[src/rtl/uart_rx.sv]
`default_nettype none
// ============================================================================
// uart_rx : mid-bit sampling 8N1 UART receiver with a one-entry valid/ready
//           holding register, framing and overrun pulses.
// Optional : UART_RX_PARITY_EN adds a parity bit stage and the parity_err port.
// Revision : 1.0  initial release
// ============================================================================
module uart_rx #(
   parameter int CLK_FREQ   = 50000000,
   parameter int BAUD       = 115200,
   parameter int DATA_BITS  = 8,
   parameter int PARITY_ODD = 0
) (
   input  logic                 clk,
   input  logic                 rst,
   input  logic                 rx,
   output logic [DATA_BITS-1:0] rx_data,
   output logic                 rx_valid,
   input  logic                 rx_ready,
   output logic                 frame_err,
`ifdef UART_RX_PARITY_EN
   output logic                 parity_err,
`endif
   output logic                 overrun
);

   // N must be at least 4 so the half-bit start check has room to count.
   localparam int N  = CLK_FREQ / BAUD;
   localparam int H  = N / 2;
   localparam int CW = $clog2(N);
   localparam int BW = $clog2(DATA_BITS + 1);

   localparam logic [CW-1:0] CNT_HALF = CW'(H - 1);
   localparam logic [CW-1:0] CNT_FULL = CW'(N - 1);
   localparam logic [BW-1:0] BIT_LAST = BW'(DATA_BITS - 1);

   localparam logic [2:0] S_IDLE   = 3'd0;
   localparam logic [2:0] S_START  = 3'd1;
   localparam logic [2:0] S_DATA   = 3'd2;
   localparam logic [2:0] S_STOP   = 3'd3;
`ifdef UART_RX_PARITY_EN
   localparam logic [2:0] S_PARITY = 3'd4;
   localparam logic       ODD      = (PARITY_ODD != 0);
`endif

   logic                 sync1;
   logic                 rx_s;
   logic                 rx_prev;
   logic [2:0]           state;
   logic [CW-1:0]        cnt;
   logic [BW-1:0]        bit_cnt;
   logic [DATA_BITS-1:0] shreg;
   logic                 frame_ok;

`ifdef UART_RX_PARITY_EN
   logic parity_bit;
   logic parity_bad;
   assign parity_bad = (((^shreg) ^ ODD) != parity_bit);
   assign frame_ok   = rx_s & ~parity_bad;
`else
   logic unused_parity_odd;
   assign unused_parity_odd = (PARITY_ODD != 0);
   assign frame_ok          = rx_s;
`endif

   always_ff @(posedge clk) begin
      if (rst) begin
         sync1     <= 1'b1;
         rx_s      <= 1'b1;
         rx_prev   <= 1'b1;
         state     <= S_IDLE;
         cnt       <= '0;
         bit_cnt   <= '0;
         shreg     <= '0;
         rx_data   <= '0;
         rx_valid  <= 1'b0;
         frame_err <= 1'b0;
         overrun   <= 1'b0;
`ifdef UART_RX_PARITY_EN
         parity_bit <= 1'b0;
         parity_err <= 1'b0;
`endif
      end else begin
         sync1     <= rx;
         rx_s      <= sync1;
         rx_prev   <= rx_s;
         frame_err <= 1'b0;
         overrun   <= 1'b0;
`ifdef UART_RX_PARITY_EN
         parity_err <= 1'b0;
`endif
         // A delivery in the STOP branch below overrides this clear.
         if (rx_valid && rx_ready) begin
            rx_valid <= 1'b0;
         end
         cnt <= cnt + 1'b1;

         case (state)
            S_IDLE: begin
               cnt <= '0;
               if (rx_prev && !rx_s) begin
                  state <= S_START;
               end
            end
            S_START: begin
               if (cnt == CNT_HALF) begin
                  cnt   <= '0;
                  state <= rx_s ? S_IDLE : S_DATA;
               end
            end
            S_DATA: begin
               if (cnt == CNT_FULL) begin
                  cnt   <= '0;
                  shreg <= {rx_s, shreg[DATA_BITS-1:1]};
                  if (bit_cnt == BIT_LAST) begin
                     bit_cnt <= '0;
`ifdef UART_RX_PARITY_EN
                     state   <= S_PARITY;
`else
                     state   <= S_STOP;
`endif
                  end else begin
                     bit_cnt <= bit_cnt + 1'b1;
                  end
               end
            end
`ifdef UART_RX_PARITY_EN
            S_PARITY: begin
               if (cnt == CNT_FULL) begin
                  cnt        <= '0;
                  parity_bit <= rx_s;
                  state      <= S_STOP;
               end
            end
`endif
            S_STOP: begin
               if (cnt == CNT_FULL) begin
                  cnt       <= '0;
                  state     <= S_IDLE;
                  frame_err <= ~rx_s;
`ifdef UART_RX_PARITY_EN
                  parity_err <= parity_bad;
`endif
                  if (frame_ok) begin
                     if (!rx_valid || rx_ready) begin
                        rx_data  <= shreg;
                        rx_valid <= 1'b1;
                     end else begin
                        overrun <= 1'b1;
                     end
                  end
               end
            end
            default: begin
               cnt   <= '0;
               state <= S_IDLE;
            end
         endcase
      end
   end

endmodule
`default_nettype wire
[config.mk]
export PLATFORM = sky130hd
export DESIGN_NAME = uart_rx
export DESIGN_NICKNAME = d
export VERILOG_FILES = /design/src/rtl/uart_rx.sv
export SDC_FILE = /design/constraint.sdc
export NUM_CORES = 1
export LEC_CHECK = 0
export CORE_ASPECT_RATIO = 0.75
export CORE_MARGIN = 8
export CORE_UTILIZATION = 50
export DETAILED_ROUTE_END_ITERATION = 8
export PLACE_DENSITY = 0.76
export SYNTH_ARGS = -nofsm -noshare
export SYNTH_HDL_FRONTEND = slang
export SYNTH_SLANG_ARGS = --single-unit
[constraint.sdc]
create_clock -name clk -period 1.7 [get_ports clk]
set_input_delay 0.425 -clock clk [delete_from_list [all_inputs] [get_ports clk]]
set_output_delay 0.425 -clock clk [all_outputs]
set_load 0.05 [all_outputs]
==> flow_summary.ini <==
[power]
switchingPower_uw = 344
switching_share = 0.189
p_leak_nw = 0.773
p_per_area_nw_per_um2 = 900
p_clk_frac = 0.494
power.total_mw = 1.82
p_comb_frac = 0.027
sequentialPowerShare = 0.479
vdd_ir_drop_max_uv = 534
internal_power_mw = 1.48

[logic_synthesis]
ys_async_sr_fraction = 0
ys.flop_type = dfxtp_1
seq_area_frac_synth = 0.469
ys_seq_elements = 37
syn_area_um2 = 1580
ys_warn_count = 0
syn_inst = 157
yosysTopAreaCellShare = 0.469
yosys.area.top_type = dfxtp_1
syn-mean-instance-area_um2 = 10.0
synth_edf_count = 0
synth_nets = 165
synthTopCellsByArea = dfxtp_1, mux2i_1, nor2_1
synth_cell_type_count = 36

[sta]
skew_ns = 0.00461
fin_tns_setup_ns = 0
worst_slew_pin_slew_ns = 0.293
relSlewSlack = 0.805
setup_viol = 0
finalCriticalPeriod_ns = 1.57
post-route-period-util = 0.926
timing.fmax_mhz = 635
rsz0062_at_grt = no
hold_violations = 0
slew_violations = 0

[clocking]
cts_made_buffers = 5
root_buffer = clkbuf_8
h-tree-depth = 2
clock_latency_ns = 0.29
cts_tree = done
clock_path_buffers = 2
clk_pin_slew_worst_paths_ns = 0.07
cts.sinks = 37

[detailed_routing]
drc_errors = 0
antenna_left = 0
wl_per_cell_um = 13.7
drtIter0Drc = 110
viasPerCell = 5.21
drt-pass1-iter-count = 4
routed_wl_um = 3180
vias = 1208

[finish]
final_area_um2 = 2030
fillers = 228
areaGrowthSynthToFinish_pct = 28.5
diodes = 0
utilization = 0.681
nNetsFinal = 201
drive_above_1_share = 0.273

[placed_design]
numPortBuffers = 14
place.detailed.hpwl_um = 2390
gp_congestion = 0.864
placed_cell_area_um2 = 1850

[critical_path]
start_kind = register
crit_type = reg2reg
cp.required_ns = 1.89
cp.arrival_ns = 1.76
end_kind = register
cp_max_fo = 10

[flow_run]
maxCapViolCount = 0

[global_route]
grt_pass1_wl_um = 5340
antenna_found_initial = 0
grt_pass1_vias = 1190
grt_overflow = 0
grt_use_total = 0.133
grt_max_degree = 14

[run_status]
status = complete, no violations

[floorplanning]
die-width_um = 80.9
placementRows = 17
core_um2 = 2980
die_area_um2 = 5230
start_util = 0.530
chipHeight_um = 64.7
ios = 15

[hold_path]
worstHoldPathType = reg2reg
==> layout by cell type, fill, tap and decap left out, types with 2 or more instances in the layout <==
cell type,instances
a21oi_1,4
buf_12,2
buf_4,31
bufinv_16,2
clkbuf_8,5
clkdlybuf4s50_1,3
dfxtp_1,37
ha_1,3
inv_1,4
mux2i_1,19
nand2_1,5
nand3_1,5
nand4_1,4
nor2_1,33
nor3_1,4
or2_2,3
xnor2_1,4
xor2_1,3
==> stage by stage <==
step / worst slack [ns] / instances / hold slack [ns]
2_1_floorplan: 0.141 / 157 / 0.389
3_3_place_gp: -0.675 / 223 / 0.400
3_5_place_dp: -0.767 / 223 / 0.403
4_1_cts: 0.0629 / 232 / 0.421
5_1_grt: 0.0193 / 232 / 0.434
6_report: 0.125 / 232 / 0.420
==> worst max-delay path: stages (launching register included) <==
cell and delay [ns]:
dfxtp_1 0.32, inv_1 0.07, ha_2 0.20, and4bb_4 0.29, and3_4 0.20, buf_12 0.14, mux2i_1 0.19, nor2_1 0.06
==> power groups by stage <==
stage	Sequential [mW]	Combinational [mW]	Clock, mW
after CTS	0.873	0.0470	0.916
after detailed placement	0.893	0.0469	0
final	0.873	0.0488	0.901
after floorplan	0.895	0.0206	0
after global routing	0.873	0.0536	0.952
after global placement	0.893	0.0456	0
==> flip-flops by register name (all words and copies together) (netlist names) <==
name       count
frame_ok       1
overrun        1
cnt            9
state          2
shreg          8
rx_prev        1
rx_data        8
sync1          1
frame_err      1
bit_cnt        4
rx_valid       1
==> final timing paths <==
check | depth (start not counted) | to | slack (ns) | start
min | 1 | frame_ok | 0.42 | sync1
min reg2reg | 1 | frame_ok | 0.42 | sync1
max | 7 | shreg[4] | 0.13 | cnt[1]
max reg2reg | 7 | shreg[4] | 0.13 | cnt[1]
==> cells by family after synthesis <==
logic type | synth area share
simple gates | 0.254
flops | 0.469
mux | 0.121
buf+inv | 0.0468
compound gates | 0.0389
xor+xnor | 0.0389
fa+ha+maj | 0.0317
==> per-layer routing <==
| layer | vias to the layer above | track usage | wire length, um |
|---|---|---|---|
| met5 | - | 0 | 0 |
| met4 | 0 | 0.100 | 70 |
| met3 | 8 | 0.0344 | 163 |
| met2 | 29 | 0.212 | 1550 |
| met1 | 559 | 0.150 | 1400 |
| li1 | 612 | - | - |
==> synthesized netlist by cell type, drive strengths merged, types with 2 or more instances <==
master / n
or2: 3
nor2: 33
nor3: 4
a21oi: 4
dfxtp: 37
mux2i: 19
ha: 4
buf: 3
and4b: 2
xnor2: 4
nand4: 4
nand2: 5
inv: 4
clkbuf: 4
nand3: 5
xor2: 3
nor4b: 2
==> timing repair <==
action                                 CTS  global route
hold buffers                             0             0
gates cloned                             0             0
pin swaps                                1             0
resized for setup                        1             3
setup endpoints to repair                8            15
buffers inserted                         1             0
endpoints found under the hold margin    0             0
==> layout make-up <==
class,instances,area [um^2],area share
Multi-Input combinational cell,109,787,0.388
Sequential cell,37,741,0.365
Timing Repair Buffer,36,303,0.149
Clock buffer,5,68.8,0.0340
Clock inverter,3,65.1,0.0321
Tap cell,38,47.5,0.0235
Inverter,4,15.0,0.00741
Power figures use the tool's default switching activity.
